--- config.mk ---
export PLATFORM = sky130hd
export DESIGN_NAME = pwm_duty_sequencer
export DESIGN_NICKNAME = d
export VERILOG_FILES = /design/src/rtl/pwm_duty_sequencer.sv
export SDC_FILE = /design/constraint.sdc
export NUM_CORES = 1
export LEC_CHECK = 0
export BUFFER_PORTS_ARGS = -buffer_cell sky130_fd_sc_hd__buf_2
export CAP_MARGIN = 20
export CORE_MARGIN = 3
export CORE_UTILIZATION = 54
export DETAILED_ROUTE_END_ITERATION = 10
export GPL_TIMING_DRIVEN = 0
export PLACE_DENSITY = 0.77
export SYNTH_ARGS = -nofsm -noshare
export SYNTH_HDL_FRONTEND = slang
export SYNTH_SLANG_ARGS = --single-unit
--- constraint.sdc ---
create_clock -name clk -period 6.1 [get_ports clk]
set_input_delay 0.61 -clock clk [delete_from_list [all_inputs] [get_ports clk]]
set_output_delay 0.61 -clock clk [all_outputs]
set_load 0.01 [all_outputs]
--- src/rtl/pwm_duty_sequencer.sv ---
// ============================================================================
// Module   : pwm_duty_sequencer
// Brief    : Ramps a PWM duty toward a requested target on period boundaries,
//            with immediate cut-off on fault or disable.
// Revision : 1.0
// ============================================================================
`default_nettype none

module pwm_duty_sequencer #(
    parameter int DATA_WIDTH   = 10,
    parameter int RAMP_STEP    = 8,
    parameter int STEP_PERIODS = 4
) (
    input  logic                  clk,
    input  logic                  rstN,
    input  logic                  enable,
    input  logic                  fault_in,
    input  logic                  fault_clr,
    input  logic                  req_valid,
    input  logic [DATA_WIDTH-1:0] req_duty,
    output logic                  req_ready,
    output logic [DATA_WIDTH-1:0] treshold,
    output logic                  drive_en,
    output logic [DATA_WIDTH-1:0] cur_duty,
    output logic                  busy,
    output logic                  fault_active
);

    localparam int                  c_pdiv_w    = (STEP_PERIODS > 1) ? $clog2(STEP_PERIODS) : 1;
    localparam logic [DATA_WIDTH-1:0] c_ones    = {DATA_WIDTH{1'b1}};
    localparam logic [DATA_WIDTH-1:0] c_zero    = '0;
    localparam logic [DATA_WIDTH-1:0] c_one     = {{(DATA_WIDTH-1){1'b0}}, 1'b1};
    localparam logic [DATA_WIDTH:0]   c_step    = (DATA_WIDTH+1)'(RAMP_STEP);
    localparam logic [c_pdiv_w-1:0]   c_pdiv_last = c_pdiv_w'(STEP_PERIODS - 1);
    localparam logic [c_pdiv_w-1:0]   c_pdiv_one  = {{(c_pdiv_w-1){1'b0}}, 1'b1};

    typedef enum logic [1:0] {
        ST_IDLE  = 2'd0,
        ST_RAMP  = 2'd1,
        ST_HOLD  = 2'd2,
        ST_FAULT = 2'd3
    } state_t;

    state_t                r_state, w_state_nxt;
    logic [DATA_WIDTH-1:0] r_pcnt;
    logic [c_pdiv_w-1:0]   r_pdiv, w_pdiv_nxt;
    logic [DATA_WIDTH-1:0] r_cur, w_cur_nxt;
    logic [DATA_WIDTH-1:0] r_target, w_target_nxt;
    logic [DATA_WIDTH-1:0] r_tresh, w_tresh_nxt;
    logic                  r_drive, w_drive_nxt;

    logic                  w_period_end;
    logic                  w_accept;
    logic [DATA_WIDTH:0]   w_tgt_ext, w_cur_ext, w_dist, w_mag, w_stepped;
    logic                  w_up;
    logic [DATA_WIDTH-1:0] w_cur_step;
    logic [DATA_WIDTH-1:0] w_step_tresh;

    assign w_period_end = (r_pcnt == c_ones);
    assign req_ready    = rstN & (r_state != ST_FAULT) & ~fault_in;
    assign w_accept     = req_valid & req_ready;

    // Step toward target one bit wider than the duty so neither direction can wrap.
    assign w_tgt_ext    = {1'b0, r_target};
    assign w_cur_ext    = {1'b0, r_cur};
    assign w_up         = (w_tgt_ext >= w_cur_ext);
    assign w_dist       = w_up ? (w_tgt_ext - w_cur_ext) : (w_cur_ext - w_tgt_ext);
    assign w_mag        = (w_dist > c_step) ? c_step : w_dist;
    assign w_stepped    = w_up ? (w_cur_ext + w_mag) : (w_cur_ext - w_mag);
    assign w_cur_step   = w_stepped[DATA_WIDTH-1:0];

    // Comparator fires when pcnt >= treshold, so -duty yields exactly duty high counts.
    assign w_step_tresh = (w_cur_step == c_zero) ? c_ones : (~w_cur_step + c_one);

    always_comb begin
        w_state_nxt  = r_state;
        w_pdiv_nxt   = r_pdiv;
        w_cur_nxt    = r_cur;
        w_target_nxt = r_target;
        w_tresh_nxt  = r_tresh;
        w_drive_nxt  = r_drive;

        if (fault_in) begin
            w_state_nxt  = ST_FAULT;
            w_pdiv_nxt   = '0;
            w_cur_nxt    = c_zero;
            w_target_nxt = c_zero;
            w_tresh_nxt  = c_ones;
            w_drive_nxt  = 1'b0;
        end else if (r_state == ST_FAULT) begin
            if (fault_clr) begin
                w_state_nxt = ST_IDLE;
            end
        end else if (!enable) begin
            w_state_nxt = ST_IDLE;
            w_pdiv_nxt  = '0;
            w_cur_nxt   = c_zero;
            w_tresh_nxt = c_ones;
            w_drive_nxt = 1'b0;
            if (w_accept) begin
                w_target_nxt = req_duty;
            end
        end else begin
            if (w_accept) begin
                w_target_nxt = req_duty;
            end
            case (r_state)
                ST_IDLE: begin
                    if (r_target != c_zero) begin
                        w_state_nxt = ST_RAMP;
                        w_pdiv_nxt  = '0;
                    end
                end
                ST_HOLD: begin
                    if (r_target != r_cur) begin
                        w_state_nxt = ST_RAMP;
                        w_pdiv_nxt  = '0;
                    end
                end
                ST_RAMP: begin
                    if (w_period_end) begin
                        if (r_pdiv == c_pdiv_last) begin
                            w_pdiv_nxt  = '0;
                            w_cur_nxt   = w_cur_step;
                            w_tresh_nxt = w_step_tresh;
                            w_drive_nxt = (w_cur_step != c_zero);
                            if (w_cur_step == r_target) begin
                                w_state_nxt = (r_target == c_zero) ? ST_IDLE : ST_HOLD;
                            end
                        end else begin
                            w_pdiv_nxt = r_pdiv + c_pdiv_one;
                        end
                    end
                end
                default: begin
                    w_state_nxt = ST_IDLE;
                end
            endcase
        end
    end

    always_ff @(posedge clk) begin
        if (!rstN) begin
            r_state  <= ST_IDLE;
            r_pcnt   <= c_zero;
            r_pdiv   <= '0;
            r_cur    <= c_zero;
            r_target <= c_zero;
            r_tresh  <= c_ones;
            r_drive  <= 1'b0;
        end else begin
            r_state  <= w_state_nxt;
            r_pcnt   <= r_pcnt + c_one;
            r_pdiv   <= w_pdiv_nxt;
            r_cur    <= w_cur_nxt;
            r_target <= w_target_nxt;
            r_tresh  <= w_tresh_nxt;
            r_drive  <= w_drive_nxt;
        end
    end

    assign treshold     = r_tresh;
    assign drive_en     = r_drive;
    assign cur_duty     = r_cur;
    assign busy         = (r_state == ST_RAMP);
    assign fault_active = (r_state == ST_FAULT);

endmodule

`default_nettype wire

Word level (Yosys, flattened, before mapping). Cells that the tools add are included.

Bitwise operators: 7. Magnitude comparators: 2. Reductions and logical operators: 10. Add/sub/neg operators: 7. Muxes and demuxes: 33. Equality and inequality tests: 21.

Operators by type and width (number): two-way mux 10 bit (11); two-way mux 2 bit (15); subtractor 10 x 10 -> 11 bit (2); adder 10 x 1 -> 10 bit (second input constant) (2); zero test 10 bit (2); nonzero test 10 bit (2); != test 5 x 3 -> 1 bit (second input constant) (3); case mux 2 bit (3 select lines) (2); greater-than comparator 11 x 4 -> 1 bit (second input constant) (1); two-way mux 11 bit (1); adder 10 bit (1); == test 10 bit (1); == test 10 bit (second input constant) (1); greater-or-equal comparator 10 bit (1); != test 10 bit (1); != test 5 bit (second input constant) (2); inverter 10 bit (1); subtractor 10 bit (1); != test 3 bit (second input constant) (3); == test 2 bit (second input constant) (3); != test 2 x 1 -> 1 bit (second input constant) (3); AND reduction 6 bit (1); AND reduction 5 bit (1); two-way mux 1 bit (4); 11 further kinds (15).

Register bits: 45. Logic and storage cells: 87. Input bits: 16.

Longest topological paths before layout. Gate-level depths: netlist of run 1.

Word-level depth: 14. Gate-level depth with buffers: 26. Depth with buffers taken out: 26.

Worst setup path before layout of run 1. OpenSTA, ideal clock, no wires.

Path type: register to register. Start point: reg r_cur[1] (netlist: cur_duty[1]). End point: reg r_tresh[9] (netlist: treshold[9]). Path slack: 0.329 ns. Path buffers: 0. Required time: 5.967 ns. Clock period less this slack: 5.771 ns. Stages on the path, launching flop included: 22. Arrival: 5.638 ns. Library setup time: 0.133 ns. Cell sequence: dfxtp_1 > inv_1 > fa_1 > a21o_1 > a221o_1 > a31oi_1 > mux2_1 > o2111ai_1 > a211oi_4 > nand2_1 > or2_2 > ha_1 > a21o_1 > ha_1 > a21oi_1 > o22ai_1 > o41ai_1 > xnor2_1 > or2_2 > or4b_1 > mux2i_1 > a31oi_1.

Word-level cells in the longest chain between the ends: 13.

Ends and longest elaborated chain: start: declaration (RTL line 47) `logic [DATA_WIDTH-1:0] r_cur, w_cur_nxt;`; start signal: assignment (RTL line 147) `r_cur <= c_zero;`; start signal: assignment (RTL line 155) `r_cur <= w_cur_nxt;`; subtractor 10 x 10 -> 11 bit / greater-or-equal comparator 10 bit (equally long branches) (RTL line 67, 66); two-way mux 11 bit (RTL line 67) `assign w_dist = w_up ? (w_tgt_ext - w_cur_ext) : (w_cur_ext - w_tgt_ext);`; greater-than comparator 11 x 4 -> 1 bit (RTL line 68) `assign w_mag = (w_dist > c_step) ? c_step : w_dist;`; two-way mux 10 bit (RTL line 68); subtractor 10 bit / adder 10 bit (equally long branches) (RTL line 69) `assign w_stepped = w_up ? (w_cur_ext + w_mag) : (w_cur_ext - w_mag);`; two-way mux 10 bit * (RTL line 69); inverter 10 bit (RTL line 73) `assign w_step_tresh = (w_cur_step == c_zero) ? c_ones : (~w_cur_step + c_one);`; adder 10 x 1 -> 10 bit (RTL line 73); two-way mux 10 bit * (RTL line 73); two-way mux 10 bit * (RTL line 122) `if (r_pdiv == c_pdiv_last) begin`; two-way mux 10 bit * (RTL line 121) `if (w_period_end) begin`; two-way mux 10 bit * (RTL line 107) `case (r_state)`; two-way mux 10 bit * (RTL line 94) `end else if (!enable) begin`; end signal: assignment (RTL line 149) `r_tresh <= c_ones;`; end signal: assignment (RTL line 157) `r_tresh <= w_tresh_nxt;`; end: declaration (RTL line 49) `logic [DATA_WIDTH-1:0] r_tresh, w_tresh_nxt;`.

Mark *: on every way between the ends. The rest lies on a longest branch, timed or not. The select of a mux whose other input is x is not followed. A chain may end at the register's enable or synchronous reset.

Final worst setup path of run 1.
Start point: reg r_cur[0] (netlist: cur_duty[0]). End point: reg r_tresh[9] (netlist: treshold[9]).

The elaborated chain is that of the path after synthesis.

==> metrics.txt, run 1 <==
status finished, final reports clean; DPL Wire Length between 7000 and 8000 um; CP Max Fanout 6; first-pass GRT wire length 15900 um; main flop type after synthesis dfxtp_1; Root Buffer clkbuf_8; Die H 88.6 um; Post-Syn Nets 534; ANT nets after route 0; Total Neg Setup Slack 0 ps; most frequent cells in the layout 50 x nand2_1, 41 x buf_2, 39 x inv_1, 39 x nor2_1, 38 x dfxtp_1; Setup crit end kind flip-flop; Hold Crit Class reg2reg; Flop pwr share 35.7%; Synthesis Warnings 0; share of cells above drive strength 1 between 10% and 20%; Hold Fails Final Rpt 0; synthesis-to-finish area growth 17.4%; worst hold slack ~460 ps; Clock Latency Late Sink ~300 ps; Slew headroom 65.2%; Post-synth EDFFs 0; Pins Over Slew Limit 0; Avg WL per Cell 16.7 um; routability congestion estimate 0.954; placed cells slightly below 600; Seq/Total Area, Yosys between 20% and 30%; final worst path period share 97.5%; Num CTS Buffers 5; TritonCTS clock tree yes; # setup viols final 0; post-synthesis register bit count 45; Detailed Routing Iterations Pass 1 5; Site Rows 29; grt ovf 0; # port buffers 38; core area 0.00649 mm2; vias per std cell 5.96; Cell Pwr Density 199 mW/mm2; antenna violations before repair 0; GRT Total Usage approximately a quarter; top cell type by total area after synthesis dfxtp_1; Post-Synthesis Cells 481; number of global-route vias before repair 3355; WP data required 6280 ps; Worst Skew 9.72 ps; Setup Crit Path Kind reg2reg; # diodes 0; hold buffer count at cts 0; register clock-pin slew on the reported worst setup and hold paths ~90 ps; most common cell after layout, fill and taps aside nand2_1; Initial Utilization 56.8%; P_leak between 1.5 and 2 nW; final WL 10300 um; Synth area leaders dfxtp_1 24%, ha_1 12%, xnor2_1 5.9%, a21oi_1 5.4%, nand2_1 5.2%; die width 88.6 um; Comb power frac 42.9%; Die ar. 0.00785 mm2; peak supply drop 173 uV; clock network power share a little over a fifth; Avg Inst Size Synth 7.66 um2; Async S/R FF share, synth 0%; post-synth top area share 24.4%; drt initial violations 263; largest net degree at the start of global routing 15; NetSw 0.000328 W; Netlist cell types 56; sw frac 38.0%; clk sink count 45; final cell count without fillers roughly 600; worst-margin pin slew approximately 520 ps; total internal power between 0.0005 and 0.0006 W; Layout Nets 591; Bufs on Longest Clock Path 2; fin crit period about 5900 ps; via count 3669; worst path arrival time 6130 ps; I/O pin count 40; DRC 0; overall power 0.000863 W; synthesized cell area approximately 0.0037 mm2; max_cap viols 0; f_max 0.168 GHz; H-tree Lvls 2; Crit-path slowest cell or4b_1; CP max stage delay 530 ps; fill cell count 547; Setup crit start kind flip-flop
==> cells in the mapped netlist, types with 3 or more instances <==
cell type,number
nand3_1,15
and3_1,5
a21oi_1,40
ha_1,34
nor2b_1,4
xnor2_1,25
o31ai_1,12
nor3_1,12
fa_1,3
o211ai_1,5
nand2_1,51
dfxtp_1,45
a221o_1,3
clkbuf_1,13
a211oi_1,5
o21ai_0,20
nand2b_1,10
nor4_1,6
a21o_1,8
or2_2,3
a41oi_1,5
a21boi_0,4
nor2_1,40
inv_1,40
buf_2,3
a22oi_1,3
nand4_1,5
a31oi_1,3
xor2_1,13
or3_1,6
and2_1,8
==> repair_timing <==
item,CTS,global route
setup buffers,1,12
pin swaps,2,15
gates resized for setup,11,30
setup endpoints to repair,14,13
==> cells by family after synthesis <==
logic type,count (synthesis),share of synthesized area [%]
mux,3,0.849
xor+xnor,39,9.47
fa+ha+maj,37,13.2
simple gates,172,22.5
buf+inv,57,5.91
flops,45,24.4
compound gates,128,23.7
==> worst max-delay path, delay by kind of cell (launching register included) <==
family / cells / cell delay, ps
AOI/OAI and AO/OA: 9 / 2010
and+or+nand+nor: 6 / 1470
adders and majority gates: 4 / 1090
buffers and inverters: 5 / 530
DFF: 1 / 380
xor gates and xnor gates: 1 / 180
muxes: 1 / 140
==> layer usage <==
layer | part of all wire [%] | GRT usage (%) | vias up
met4 | 2.6 | 8.93 | 0
met2 | 49 | 43.2 | 152
met3 | 5.6 | 3.07 | 26
met1 | 43 | 34.1 | 1675
met5 | 0 | 0 | -
li1 | - | - | 1816
==> per-stage QoR <==
| step | utilization (%) | area [um2] | setup slack [ps] |
|---|---|---|---|
| 2_1_floorplan | - | 3690 | 329 |
| 3_3_place_gp | 61.2 | 3970 | -299 |
| 3_5_place_dp | 61.2 | 3970 | -466 |
| 4_1_cts | 63.4 | 4120 | 13.2 |
| 5_1_grt | 66.6 | 4330 | -91.3 |
| 6_report | 66.6 | 4330 | 154 |
==> final cells by class <==
| cell class | instances | area (um2) | share of cell area [%] |
|---|---|---|---|
| buffer | 16 | 63.8 | 1.47 |
| clock buffer | 5 | 68.8 | 1.59 |
| clock inverter | 3 | 17.5 | 0.405 |
| inverter | 40 | 150 | 3.47 |
| multi-input combinational | 379 | 2730 | 63.1 |
| sequential | 45 | 912 | 21.1 |
| tap | 77 | 96.3 | 2.23 |
| timing repair buffer | 51 | 288 | 6.65 |
==> flip-flops by register name, indices dropped and copies added (netlist names) <==
register / count
r_pdiv: 2
r_pcnt: 10
cur_duty: 10
r_target: 10
r_state: 2
treshold: 10
drive_en: 1
==> path summary, 6_finish.rpt <==
kind                                   from     endpoint  slack (ps)  depth (start not counted)
worst max register to register  cur_duty[0]  treshold[9]         150                         26
worst min-delay path              r_pcnt[0]    r_pcnt[0]         460                          1
worst min register to register    r_pcnt[0]    r_pcnt[0]         460                          1
worst max-delay path            cur_duty[0]  treshold[9]         150                         26
==> power groups by stage <==
stage | Clock, W | Combinational (W) | Sequential (W)
6_report | 0.000185 | 0.000370 | 0.000308
5_1_grt | 0.000201 | 0.000398 | 0.000309
4_1_cts | 0.000187 | 0.000313 | 0.000308
3_5_place_dp | 0 | 0.000299 | 0.000315
3_3_place_gp | 0 | 0.000294 | 0.000315
2_1_floorplan | 0 | 0.000235 | 0.000313
No activity file was read; power rests on OpenSTA's default activity.
==> run 2: changes to the inputs <==
--- a/config.mk
+++ b/config.mk
@@ -5,13 +5,14 @@
 export SDC_FILE = /design/constraint.sdc
 export NUM_CORES = 1
 export LEC_CHECK = 0
+export ABC_AREA = 1
 export BUFFER_PORTS_ARGS = -buffer_cell sky130_fd_sc_hd__buf_2
 export CAP_MARGIN = 20
 export CORE_MARGIN = 3
-export CORE_UTILIZATION = 54
+export CORE_UTILIZATION = 55
 export DETAILED_ROUTE_END_ITERATION = 10
 export GPL_TIMING_DRIVEN = 0
-export PLACE_DENSITY = 0.77
+export PLACE_DENSITY = 0.78
 export SYNTH_ARGS = -nofsm -noshare
 export SYNTH_HDL_FRONTEND = slang
 export SYNTH_SLANG_ARGS = --single-unit
==> metrics.txt, run 2 <==
Die ar. 0.00843 mm2 (was 0.00785 mm2); Clock Latency Late Sink 320 ps (was 300 ps); clk sink count 45 (unchanged); fin crit period 5520 ps (was 5950 ps); Layout Nets 709 (was 591); Crit-path slowest cell dfxtp_1 (was or4b_1); Worst Hold Depth 1 (unchanged); Seq/Total Area, Yosys 22.2% (was 24.4%); fill cell count 676 (was 547); Hold Fails Final Rpt 0 (unchanged); first-pass GRT wire length 17500 um (was 15900 um); Avg WL per Cell 14.2 um (was 16.7 um); Async S/R FF share, synth 0% (unchanged); hold buffer count at cts 0 (unchanged); synthesized cell area 0.00405 mm2 (was 0.00369 mm2); Avg Inst Size Synth 6.63 um2 (was 7.66 um2); synthesis-to-finish area growth 10.3% (was 17.4%); ANT nets after route 0 (unchanged); drt initial violations 293 (was 263); final worst path period share 90.5% (was 97.5%); Site Rows 30 (was 29); Reg-to-Reg End treshold[4] (was treshold[9]); register clock-pin slew on the reported worst setup and hold paths 90 ps (about the same); DPL Wire Length 8620 um (was 7580 um); r2r setup slk 580 ps (was 150 ps); # port buffers 38 (unchanged); Flop pwr share 31.0% (was 35.7%); grt ovf 0 (unchanged); H-tree Lvls 2 (unchanged); peak supply drop 116 uV (was 173 uV); Post-synth EDFFs 0 (unchanged); share of cells above drive strength 1 14.6% (was 19.1%); hold wc startpoint r_pcnt[0] (unchanged); post-synthesis register bit count 45 (unchanged); Pins Over Slew Limit 0 (unchanged); routability congestion estimate 0.944 (was 0.954); most frequent cells in the layout 160 x nand2_1, 92 x inv_1, 49 x nand3_1 (was 50 x nand2_1, 41 x buf_2, 39 x inv_1, 39 x nor2_1, 38 x dfxtp_1); status finished, final reports clean (unchanged); most frequent cell after synthesis nand2_1 (unchanged); Cell Pwr Density 224 mW/mm2 (was 199 mW/mm2); r2r startpoint cur_duty[1] (was cur_duty[0]); Comb power frac 45.5% (was 42.9%); main flop type after synthesis dfxtp_1 (unchanged); Root Buffer clkbuf_8 (unchanged); core area 0.00698 mm2 (was 0.00649 mm2); Gates resized, CTS repair 0 (was 11); Post-Synthesis Cells 611 (was 481); Total Neg Setup Slack 0 ps (unchanged); total internal power 0.000581 W (was 0.000535 W); WP data required 6300 ps (was 6280 ps); family with the most delay on the worst path simple AND/OR/NAND/NOR gates (was compound AO/OA/AOI/OAI gates); Initial Utilization 58.0% (was 56.8%); Setup crit start kind flip-flop (unchanged); I/O pin count 40 (unchanged); post-synth top area share 22.2% (was 24.4%); worst path arrival time 5720 ps (was 6130 ps); # diodes 0 (unchanged); DRC 0 (unchanged); Setup Crit Path Kind reg2reg (unchanged); Synthesis Warnings 0 (unchanged); Num CTS Buffers 5 (unchanged); max_cap viols 0 (unchanged); via count 4057 (was 3669); Bufs on Longest Clock Path 2 (unchanged); number of global-route vias before repair 3807 (was 3355); most common cell after layout, fill and taps aside nand2_1 (unchanged); Post-CTS Setup Repair Bufs 0 (was 1); Detailed Routing Iterations Pass 1 5 (unchanged); CP Max Fanout 10 (was 6); sw frac 42.1% (was 38.0%); Post-Syn Nets 664 (was 534); Synth area leaders dfxtp_1 22%, nand2_1 15%, ha_1 11%, inv_1 8.5%, nand3_1 6.1% (was dfxtp_1 24%, ha_1 12%, xnor2_1 5.9%, a21oi_1 5.4%, nand2_1 5.2%); Worst Hold Endpoint r_pcnt[0] (unchanged); Post-synth top cells 160 x nand2_1, 92 x inv_1, 49 x nand3_1 (was 51 x nand2_1, 45 x dfxtp_1, 40 x a21oi_1, 40 x inv_1, 40 x nor2_1); Die H 91.8 um (was 88.6 um); fin util 64.0% (was 66.6%); antenna violations before repair 0 (unchanged); Slew headroom 59.7% (was 65.2%); f_max 0.181 GHz (was 0.168 GHz); CP dominant cell by count nand2_1; Buf/Inv on CP 5 (unchanged); clock network power share 23.5% (was 21.4%); CP max stage delay 480 ps (was 530 ps); Reg2Reg Depth 34 (was 26); vias per std cell 5.39 (was 5.96); worst-margin pin slew 605 ps (was 522 ps); RSZ-0062 raised after global routing no; die width 91.8 um (was 88.6 um); NetSw 0.000423 W (was 0.000328 W); Hold Crit Class reg2reg (unchanged); top cell type by total area after synthesis dfxtp_1 (unchanged); Setup crit end kind flip-flop (unchanged); TritonCTS clock tree yes (unchanged); GRT Total Usage 25.4% (was 25.7%); Worst Skew 13.4 ps (was 9.72 ps); largest net degree at the start of global routing 15 (unchanged); final WL 10600 um (was 10300 um); # setup viols final 0 (unchanged); P_leak 2.19 nW (was 1.79 nW); Netlist cell types 42 (was 56)
-- run 2: cell types whose count changed after synthesis, sizes merged, moves of 8 or more --
cell and change:
nand2 +125, inv +54, o22ai +8, a21o -8
nand3 +38, nor2 +12, xnor2 -23, xor2 +9
nand2b -10
-- run 2: worst max-delay path by stage --
stage | from | end | slack (ps) | cells after the start
global route | cur_duty[1] | treshold[2] | 140 | 34
floorplan | cur_duty[3] | treshold[0] | 1490 | 34
detailed placement | cur_duty[1] | treshold[5] | 580 | 33
finish | cur_duty[1] | treshold[4] | 580 | 34
global placement | cur_duty[1] | treshold[8] | 660 | 34
CTS | cur_duty[1] | treshold[5] | 530 | 33
-- run 2: cell type report --
cell class / count / area, um2 / share of cell area [%]
plain buffers: 14 / 93.8 / 2.10
clock buffers: 5 / 68.8 / 1.54
clock inverters: 2 / 38.8 / 0.868
inverters: 94 / 353 / 7.89
multi-input cells: 458 / 2700 / 60.5
flip-flops and latches: 45 / 901 / 20.2
well taps: 96 / 120 / 2.69
repair buffers: 38 / 190 / 4.26
-- run 2: power groups by stage --
stage               clock network (W)  logic (W)  registers [W]
detailed placement                  0   0.000447       0.000318
CTS                          0.000237   0.000450       0.000311
finish                       0.000236   0.000456       0.000311
global placement                    0   0.000437       0.000317
floorplan                           0   0.000358       0.000316
global route                 0.000246   0.000506       0.000312
-- run 2: cell families (layout without fill, tap and decap cells) --
kind of cell,after synthesis,in the layout,synth area share (%)
xor gates and xnor gates,25,25,5.40
buffers and inverters,108,153,11.0
and+or+nand+nor,312,312,35.7
AOI/OAI and AO/OA,84,84,13.7
DFF,45,45,22.2
adders and majority gates,37,37,12.0
-- run 2: per-stage QoR --
step / instance area, um2 / hold slack [ps] / std cells / setup slack [ps] / power (W)
after floorplan: 4050 / 418 / 611 / 1490 / 0.000674
after global placement: 4360 / 430 / 745 / 655 / 0.000754
after detailed placement: 4360 / 439 / 745 / 576 / 0.000765
after CTS: 4470 / 452 / 752 / 533 / 0.000998
after global routing: 4470 / 463 / 752 / 144 / 0.00106
final: 4470 / 449 / 752 / 580 / 0.00100
-- run 2: per-layer routing --
layer  share of wire [%]  wire length (um)  global-route usage (%)
met4                 1.3               135                    7.43
met5                   0                 0                       0
met3                 6.4               683                    4.18
met2                  47              4970                    42.8
met1                  46              4860                    33.4
==> run 3: changes to the inputs <==
--- a/config.mk
+++ b/config.mk
@@ -8,11 +8,13 @@
 export ABC_AREA = 1
 export BUFFER_PORTS_ARGS = -buffer_cell sky130_fd_sc_hd__buf_2
 export CAP_MARGIN = 20
+export CELL_PAD_IN_SITES_DETAIL_PLACEMENT = 1
+export CELL_PAD_IN_SITES_GLOBAL_PLACEMENT = 2
 export CORE_MARGIN = 3
-export CORE_UTILIZATION = 55
+export CORE_UTILIZATION = 33
 export DETAILED_ROUTE_END_ITERATION = 10
 export GPL_TIMING_DRIVEN = 0
-export PLACE_DENSITY = 0.78
+export PLACE_DENSITY_LB_ADDON = 0.1
 export SYNTH_ARGS = -nofsm -noshare
 export SYNTH_HDL_FRONTEND = slang
 export SYNTH_SLANG_ARGS = --single-unit
==> constraint.sdc (replaced) <==
create_clock -name clk -period 6.3 [get_ports clk]
set_input_delay 0.63 -clock clk [delete_from_list [all_inputs] [get_ports clk]]
set_output_delay 0.63 -clock clk [all_outputs]
set_load 0.01 [all_outputs]
==> metrics.txt, run 3 (same netlist as run 2, synthesis figures left out) <==
Root Buffer clkbuf_16 (was clkbuf_8); RSZ-0062 raised after global routing yes (was no); Hold Crit Class reg2reg (unchanged); Detailed Routing Iterations Pass 1 4 (was 5); H-tree Lvls 2 (unchanged); largest net degree at the start of global routing 14 (was 15); CP Max Fanout 10 (unchanged); WP data required 6470 ps (was 6300 ps); Site Rows 39 (was 30); Setup Crit Path Kind reg2reg (unchanged); Post-CTS Setup Repair Bufs 0 (unchanged); overall power 0.00102 W (was 0.00100 W); f_max 0.171 GHz (was 0.181 GHz); # setup viols final 0 (unchanged); Slew headroom 56.4% (was 59.7%); I/O pin count 40 (unchanged); worst path arrival time 6010 ps (was 5720 ps); # diodes 0 (unchanged); register clock-pin slew on the reported worst setup and hold paths 60 ps (was 90 ps); peak supply drop 128 uV (was 116 uV); GRT Total Usage 20.1% (was 25.4%); synthesis-to-finish area growth 12.7% (was 10.3%); # port buffers 38 (unchanged); first-pass GRT wire length 21700 um (was 17500 um); share of cells above drive strength 1 14.8% (was 14.6%); final cell count without fillers 800 (was 752); Layout Nets 709 (unchanged); DRC 0 (unchanged); Die H 117 um (was 91.8 um); r2r setup slk 450 ps (was 580 ps); core area 0.0117 mm2 (was 0.00698 mm2); via count 4015 (was 4057); final WL 13200 um (was 10600 um); Initial Utilization 34.6% (was 58.0%); ANT nets after route 0 (unchanged); status finished, final reports clean (unchanged); Clock Latency Late Sink 290 ps (was 320 ps); Final WS setup 454 ps (was 580 ps); most common cell after layout, fill and taps aside nand2_1 (unchanged); TritonCTS clock tree yes (unchanged); routability congestion estimate 0.878 (was 0.944); grt ovf 0 (unchanged); fin util 39.0% (was 64.0%); clk sink count 45 (unchanged); Crit-path slowest cell xor2_1 (was dfxtp_1); Bufs on Longest Clock Path 2 (unchanged); DPL Wire Length 11200 um (was 8620 um); number of global-route vias before repair 4159 (was 3807); CP max stage delay 560 ps (was 480 ps); Num CTS Buffers 5 (unchanged); placed cells 792 (was 745); Worst Skew 4.61 ps (was 13.4 ps); final worst path period share 92.8% (was 90.5%); P_leak 2.20 nW (was 2.19 nW); Setup crit start kind flip-flop (unchanged); die width 117 um (was 91.8 um); Hold Fails Final Rpt 0 (unchanged); Avg WL per Cell 16.6 um (was 14.2 um); Pins Over Slew Limit 0 (unchanged); Die ar. 0.0136 mm2 (was 0.00843 mm2); CP dominant cell by count nor2_1 (was nand2_1); drt initial violations 171 (was 293); Setup crit end kind flip-flop (unchanged); vias per std cell 5.02 (was 5.39); Cell Pwr Density 224 mW/mm2 (about the same); antenna violations before repair 0 (unchanged); worst-margin pin slew 652 ps (was 605 ps); Total Neg Setup Slack 0 ps (unchanged); Placement Setup Slack 445 ps (was 576 ps); most frequent cells in the layout 160 x nand2_1, 92 x inv_1, 49 x nand3_1 (unchanged); max_cap viols 0 (unchanged); fin crit period 5850 ps (was 5520 ps)
==> run 3: cell count changes in the layout (fill, tap and decap cells not counted) <==
cell / delta
clkbuf_16: +5
clkbuf_8: -5
clkinv_2: +2
bufinv_16: -1
clkbuf_1: +1
inv_6: -1
xor2_1: -1
xor2_2: +1
==> run 3: final timing paths <==
path / startpoint / to / cells past startpoint
worst min-delay path: r_pcnt[0] / r_pcnt[0] / 1
worst max-delay path: cur_duty[1] / treshold[3] / 32
worst min register to register: r_pcnt[0] / r_pcnt[0] / 1
worst max register to register: cur_duty[1] / treshold[3] / 32
==> run 3: routing by layer <==
metal  vias to the layer above  wire, um  GRT usage, %
met1                      1912      6770          29.0
met4                         0        62          2.29
met5                         -         0             0
met3                         8       406          2.72
li1                       2052         -             -
met2                        43      6010          33.0
==> run 3: power breakdown <==
| part | internal [W] | switching [W] |
|---|---|---|
| sequential | 0.000293 | 0.00000904 |
| clock | 0.000146 | 0.000110 |
| combinational | 0.000153 | 0.000312 |
==> run 3: repair_timing <==
| action | in CTS | in global routing |
|---|---|---|
| endpoints found under the setup margin | 0 | 13 |
| resized for setup | 0 | 2 |
| hold buffers | 0 | 0 |
==> run 3: worst max-delay path: cells and delay by family (launching register included) <==
kind,cells,cell delay [ps]
simple gates,19,2210
buf+inv,5,680
compound gates,4,850
fa+ha+maj,3,950
flops,1,470
xor+xnor,1,560
==> run 3: metrics by stage <==
stage | instance area [um2] | hold slack [ps]
2_1_floorplan | 4050 | 418
3_3_place_gp | 4420 | 430
3_5_place_dp | 4420 | 458
4_1_cts | 4560 | 466
5_1_grt | 4570 | 499
6_report | 4570 | 456
==> run 3: area by class of cell <==
type                            count  area [um2]
Timing Repair Buffer               38         190
Tap cell                          143         179
Fill cell                        1544        7140
Clock buffer                        6         129
Clock inverter                      2        10.0
Inverter                           94         353
Buffer                             14        93.8
Sequential cell                    45         901
Multi-Input combinational cell    458        2710
